$ cat src/rtl/heading_pid.sv
// Heading PID steering controller: saturated error drives P, I and D terms,
// and the summed correction is split onto left/right wheel-speed commands.
module heading_pid #(
    parameter bit FAST_SIM = 1'b1
) (
    input  logic               clk,
    input  logic               rst_n,
    input  logic signed [11:0] error,
    input  logic               err_vld,
    input  logic        [9:0]  frwrd,
    input  logic               moving,
    output logic signed [10:0] lft_spd,
    output logic signed [10:0] rght_spd
);

    // Clamp a 13-bit signed wheel-speed sum into the 11-bit signed range.
    function automatic logic [10:0] sat11(input logic [12:0] v);
        if (!v[12] && (v[11:10] != 2'b00)) return 11'h3FF;
        if (v[12] && (v[11:10] != 2'b11))  return 11'h400;
        return v[10:0];
    endfunction

    logic [13:0] p_q, p_d;
    logic [13:0] d_q, d_d;
    logic [9:0]  prev_err_q, prev_err_d;
    logic [14:0] integ_q, integ_d;
    logic [10:0] lft_q, lft_d;
    logic [10:0] rght_q, rght_d;

    logic [9:0]  err_sat;
    logic [13:0] p_term;
    logic [10:0] diff;
    logic [6:0]  diff_sat;
    logic [13:0] d_term;
    logic [14:0] incr;
    logic [14:0] integ_sum;
    logic        integ_ovf;
    logic [13:0] i_term;
    logic [13:0] pid_sum;
    logic [12:0] pid;
    logic [12:0] lft_raw;
    logic [12:0] rght_raw;

    // NOTE: every combinational output gets a value on every path (defaults
    // first below) so no latches are inferred.
    always_comb begin
        if (!error[11] && (error[10:9] != 2'b00))
            err_sat = 10'h1FF;
        else if (error[11] && (error[10:9] != 2'b11))
            err_sat = 10'h200;
        else
            err_sat = error[9:0];

        p_term = {{4{err_sat[9]}}, err_sat} + {{3{err_sat[9]}}, err_sat, 1'b0};

        diff = {err_sat[9], err_sat} - {prev_err_q[9], prev_err_q};
        if (!diff[10] && (diff[9:6] != 4'h0))
            diff_sat = 7'h3F;
        else if (diff[10] && (diff[9:6] != 4'hF))
            diff_sat = 7'h40;
        else
            diff_sat = diff[6:0];
        d_term = {{7{diff_sat[6]}}, diff_sat} + {{5{diff_sat[6]}}, diff_sat, 2'b00};

        incr = FAST_SIM ? {{5{err_sat[9]}}, err_sat} : {{9{err_sat[9]}}, err_sat[9:4]};
        integ_sum = integ_q + incr;
        // Same-signed operands whose sum flips sign mean the integrator would wrap.
        integ_ovf = (incr[14] == integ_q[14]) && (integ_sum[14] != integ_q[14]);

        i_term  = {{5{integ_q[14]}}, integ_q[14:6]};
        pid_sum = p_q + i_term + d_q;
        pid     = {{2{pid_sum[13]}}, pid_sum[13:3]};

        lft_raw  = {3'b000, frwrd} + pid;
        rght_raw = {3'b000, frwrd} - pid;
    end

    always_comb begin
        p_d        = p_q;
        d_d        = d_q;
        prev_err_d = prev_err_q;
        integ_d    = integ_q;

        if (err_vld) begin
            p_d        = p_term;
            d_d        = d_term;
            prev_err_d = err_sat;
            if (moving && !integ_ovf)
                integ_d = integ_sum;
        end
        if (!moving)
            integ_d = '0;

        lft_d  = moving ? sat11(lft_raw)  : '0;
        rght_d = moving ? sat11(rght_raw) : '0;
    end

    // NOTE: sequential state uses non-blocking assignments so every flop
    // samples the pre-edge values computed above.
    always_ff @(posedge clk or negedge rst_n) begin
        if (!rst_n) begin
            p_q        <= '0;
            d_q        <= '0;
            prev_err_q <= '0;
            integ_q    <= '0;
            lft_q      <= '0;
            rght_q     <= '0;
        end else begin
            p_q        <= p_d;
            d_q        <= d_d;
            prev_err_q <= prev_err_d;
            integ_q    <= integ_d;
            lft_q      <= lft_d;
            rght_q     <= rght_d;
        end
    end

    assign lft_spd  = lft_q;
    assign rght_spd = rght_q;

endmodule

$ cat config.mk
export PLATFORM = sky130hd
export DESIGN_NAME = heading_pid
export DESIGN_NICKNAME = d
export VERILOG_FILES = /design/src/rtl/heading_pid.sv
export SDC_FILE = /design/constraint.sdc
export NUM_CORES = 1
export LEC_CHECK = 0
export ABC_AREA = 1
export BUFFER_PORTS_ARGS = -buffer_cell sky130_fd_sc_hd__buf_2
export CORE_UTILIZATION = 30
export CTS_CLUSTER_SIZE = 28
export DETAILED_ROUTE_END_ITERATION = 16
export GPL_TIMING_DRIVEN = 0
export PLACE_DENSITY = 0.48
export SLEW_MARGIN = 20
export SYNTH_ARGS = -nofsm -noshare
export SYNTH_HDL_FRONTEND = slang
export SYNTH_SLANG_ARGS = --single-unit
$ cat constraint.sdc
create_clock -name clk -period 5.1 [get_ports clk]
set_clock_uncertainty 0.2 [all_clocks]
set_input_delay 0.51 -clock clk [delete_from_list [all_inputs] [get_ports clk]]
set_output_delay 0.51 -clock clk [all_outputs]
set_load 0.05 [all_outputs]
==> load_flow_metrics.sql <==
INSERT INTO impl_metrics (metric_group, metric, value, unit) VALUES
('run_status', 'outcome', 'completed', ''),
('die', 'dieArea', '22400', 'sq um'),
('die', 'placementRows', '53', ''),
('grt', 'globalRouteOverflowTotal', '0', ''),
('route', 'firstDrtPassIters', '4', ''),
('cells_and_area', 'layout.nets', '1083', ''),
('grt', 'first_global_vias', '5807', ''),
('worst_setup_path', 'worstPathRequired', '5.12', 'ns'),
('timing', 'final_setup_violations', '0', ''),
('route', 'drt-vias-per-instance', '4.62', ''),
('worst_setup_path', 'critPathLaunchType', 'input pin', ''),
('clocking', 'cts_inserted_buffers', '9', ''),
('grt', 'antenna_found_initial', '0', ''),
('yosys', 'nets_in_the_synthesized_netlist', '1025', ''),
('yosys', 'mappedNetlistArea', '6540', 'sq um'),
('timing', 'report.final.hold_viol_count', '0', ''),
('worst_setup_path', 'setup.worst_path.end_class', 'flip-flop', ''),
('placement', 'detailed_place_hpwl', '14400', 'um'),
('clocking', 'tritoncts', 'yes', ''),
('hold_path', 'source_of_the_worst_hold_timing_path', 'p_q[8]$_DFFE_PN0P_', ''),
('grt', 'grt_start_max_net_pins', '51', ''),
('yosys', 'yosysWarningCount', '0', ''),
('yosys', 'netlist_instances', '907', ''),
('route', 'drt_wl_total', '17900', 'um'),
('timing', 'fin_crit_sh', '89.0', '%'),
('hold_path', 'timing.hold.worst.class', 'reg2reg', ''),
('hold_path', 'worstHoldEndpoint', 'p_q[8]$_DFFE_PN0P_', ''),
('yosys', 'share_of_synthesized_registers_carrying_an_async_set_or_reset', '100', '%'),
('die', 'placeableCoreArea', '21200', 'sq um'),
('cells_and_area', 'insertedDiodeCount', '0', ''),
('clocking', 'cts.reportedPaths.clkPinSlew', '0.06', 'ns'),
('cells_and_area', 'drive_gt1_share', '11.4', '%'),
('timing', 'timing.slew.headroom', '57.3', '%'),
('cells_and_area', 'fillers', '2342', ''),
('grt', 'gr-usage-all-layers', '17.2', '%'),
('timing', 'report.final.slew_viol_count', '0', ''),
('yosys', 'ys.flop_type', 'sky130_fd_sc_hd__dfrtp_1', ''),
('yosys', 'synth-seq-area-share', '25.6', '%'),
('worst_setup_path', 'worstPathMaxFanout', '7', ''),
('route', 'residual_antenna_violating_net_count_after_detailed_routing', '0', ''),
('placement', 'numPortBuffers', '45', ''),
('timing', 'hold-worst-slack', '0.284', 'ns'),
('grt', 'grt_first_pass_wirelength', '29600', 'um'),
('clocking', 'clock_sink_count', '67', ''),
('clocking', 'clock_tree.htree_level_count', '3', ''),
('worst_setup_path', 'worst_r2r_path_depth', '24', ''),
('die', 'floorplan.die.height', '150', 'um'),
('clocking', 'worst_skew_pair.late_latency', '0.34', 'ns'),
('worst_setup_path', 'r2r_setup_slack', '0.61', 'ns'),
('yosys', 'synth_enable_flop_cells', '0', ''),
('timing', 'rsz_0062_raised_after_global_routing', 'no', ''),
('clocking', 'max-clock-path-buffers', '2', ''),
('worst_setup_path', 'crit-reg2reg-launch', 'integ_q[14]$_DFFE_PN0P_', ''),
('timing', 'timing.fmax', '220', 'MHz'),
('yosys', 'avgSynthCellArea', '7.21', 'sq um'),
('hold_path', 'whs_path_depth', '2', ''),
('cells_and_area', 'layout-area-overhead-vs-synth', '14.3', '%'),
('route', 'detail_route.drc_violations', '0', ''),
('timing', 'slew_worst_pin', '0.641', 'ns'),
('flow_run', 'drv.max_cap_violation_count', '0', ''),
('worst_setup_path', 'worstSetupPathType', 'in2reg', ''),
('die', 'die_width', '150', 'um'),
('die', 'initial_utilization', '30.8', '%'),
('timing', 'finalCriticalPeriod', '4.54', 'ns'),
('yosys', 'number_of_flip_flops_and_latches_in_the_synthesized_netlist', '67', ''),
('clocking', 'cts_setup_buffers', '0', ''),
('die', 'floorplan.io_pins', '48', ''),
('clocking', 'clk_root_buffer_cell', 'sky130_fd_sc_hd__clkbuf_16', ''),
('yosys', 'yosysUniqueCellTypes', '39', ''),
('worst_setup_path', 'critical_path_arrival', '4.56', 'ns'),
('route', 'dr_total_vias', '5753', ''),
('placement', 'gp_congestion', '0.866', ''),
('route', 'avgRoutedWirePerCell', '14.4', 'um'),
('worst_setup_path', 'r2r_end', 'lft_spd[4]$_DFF_PN0_', ''),
('route', 'number_of_drc_markers_in_iteration_0', '221', '');
## synth_stat cells (6+ instances only)
cell / instances / area, sq um
sky130_fd_sc_hd__buf_2: 9 / 45.0
sky130_fd_sc_hd__o21ai_0: 42 / 210
sky130_fd_sc_hd__nand2_1: 231 / 867
sky130_fd_sc_hd__nor3_1: 6 / 30.0
sky130_fd_sc_hd__fa_1: 17 / 340
sky130_fd_sc_hd__dfrtp_1: 67 / 1680
sky130_fd_sc_hd__nor2_1: 56 / 210
sky130_fd_sc_hd__nand4_1: 25 / 156
sky130_fd_sc_hd__ha_1: 75 / 938
sky130_fd_sc_hd__nand3_2: 12 / 120
sky130_fd_sc_hd__xnor2_1: 14 / 123
sky130_fd_sc_hd__a31oi_1: 6 / 37.5
sky130_fd_sc_hd__a21oi_1: 54 / 270
sky130_fd_sc_hd__nand3_1: 52 / 260
sky130_fd_sc_hd__xor2_1: 27 / 236
sky130_fd_sc_hd__inv_1: 149 / 559
sky130_fd_sc_hd__clkbuf_1: 11 / 41.3
sky130_fd_sc_hd__nand2_2: 10 / 62.6
## worst max-delay path, stage by stage
cell	delay, ns
sky130_fd_sc_hd__buf_2	0.14
sky130_fd_sc_hd__inv_1	0.15
sky130_fd_sc_hd__o21ai_2	0.16
sky130_fd_sc_hd__inv_1	0.14
sky130_fd_sc_hd__o21ai_2	0.29
sky130_fd_sc_hd__inv_1	0.22
sky130_fd_sc_hd__fa_1	0.49
sky130_fd_sc_hd__nand3_1	0.09
sky130_fd_sc_hd__nand3_1	0.11
sky130_fd_sc_hd__nand2_1	0.12
sky130_fd_sc_hd__nand2_1	0.06
sky130_fd_sc_hd__nand2_1	0.08
sky130_fd_sc_hd__nand2_1	0.08
sky130_fd_sc_hd__nor2_1	0.10
sky130_fd_sc_hd__nand3_1	0.07
sky130_fd_sc_hd__nand2_1	0.13
sky130_fd_sc_hd__inv_1	0.11
sky130_fd_sc_hd__o21ai_1	0.20
sky130_fd_sc_hd__ha_1	0.30
sky130_fd_sc_hd__nand2_1	0.08
sky130_fd_sc_hd__nand2_1	0.04
sky130_fd_sc_hd__a31oi_1	0.17
sky130_fd_sc_hd__nor2_1	0.08
sky130_fd_sc_hd__o21ai_0	0.15
sky130_fd_sc_hd__nand2_1	0.08
sky130_fd_sc_hd__or2_2	0.27
sky130_fd_sc_hd__nand3_1	0.08
sky130_fd_sc_hd__nand2_1	0.06
## placed cells by master, fill, tap and decap left out, drive strengths merged
master,count
xor2,27
a22oi,2
o311ai,1
ha,75
a31oi,6
or2,5
xnor2,14
dlygate4sd3,1
a21boi,1
a21o,5
and3,2
nand3,66
o22ai,3
a221oi,1
nor3,7
o21ai,47
o31ai,1
clkinv,1
nor2,57
o21bai,4
fa,17
nand4,25
bufinv,1
dfrtp,67
nand2,242
nand3b,5
clkbuf,23
clkinvlp,3
a21oi,55
inv,149
buf,57
## cell families after synthesis
group	count (synthesis)	share of synthesized area, %
buffers and inverters	172	10.4
DFF	67	25.6
xor gates and xnor gates	41	5.49
AOI/OAI and AO/OA	126	10.5
adders and majority gates	92	19.6
and+or+nand+nor	409	28.4
## final cells by class
| class | instances | area [sq um] | area share, % |
|---|---|---|---|
| multi-input cells | 668 | 4200 | 56.1 |
| plain buffers | 23 | 119 | 1.59 |
| inverters | 149 | 559 | 7.48 |
| well taps | 275 | 344 | 4.60 |
| flip-flops and latches | 67 | 1680 | 22.4 |
| repair buffers | 47 | 265 | 3.55 |
| clock inverters | 5 | 61.3 | 0.820 |
| clock buffers | 11 | 253 | 3.38 |
## flip-flops by register name, summed over array words and instances, names as in the netlist
signal / flops
rght_spd: 11
p_q: 12
lft_spd: 11
d_q: 10
integ_q: 15
prev_err_q: 8
## worst max path at each step
| stage | cells after the start | from | to | slack, ns |
|---|---|---|---|---|
| 2_1_floorplan | 24 | error[10] | d_q[7]$_DFFE_PN0P_ | 0.56 |
| 5_1_grt | 28 | error[11] | d_q[7]$_DFFE_PN0P_ | 0.007 |
| 3_3_place_gp | 26 | error[11] | d_q[7]$_DFFE_PN0P_ | -0.61 |
| 3_5_place_dp | 26 | error[11] | d_q[7]$_DFFE_PN0P_ | -0.55 |
| 6_report | 28 | error[11] | d_q[7]$_DFFE_PN0P_ | 0.56 |
| 4_1_cts | 25 | error[11] | d_q[7]$_DFFE_PN0P_ | 0.05 |
## per-layer routing
layer  routed length, um  global-route usage, %  part of all wire [%]
met2                8790                   30.9                    49
met5                   0                      0                     0
met4                  75                   3.06                  0.42
met1                8500                   21.7                    48
met3                 510                   2.87                   2.9
## metrics by stage
step	cells	setup slack [ns]	setup TNS (ns)	util [%]	area, sq um
after floorplan	907	0.561	0	-	6540
after global placement	1227	-0.614	-1.30	33.5	7110
after detailed placement	1228	-0.554	-1.15	33.6	7140
after CTS	1245	0.0465	0	35.2	7460
after global routing	1245	0.00705	0	35.2	7470
final	1245	0.563	0	35.2	7470
## repair_timing
item,in CTS,in global routing
hold buffers,1,0
gates resized for setup,1,8
setup endpoints to repair,1,3
endpoints found under the hold margin,17,0
Power is left out: the tool's default activity adds up to more than one toggle a clock period on the data nets, which glitch-free logic cannot reach.
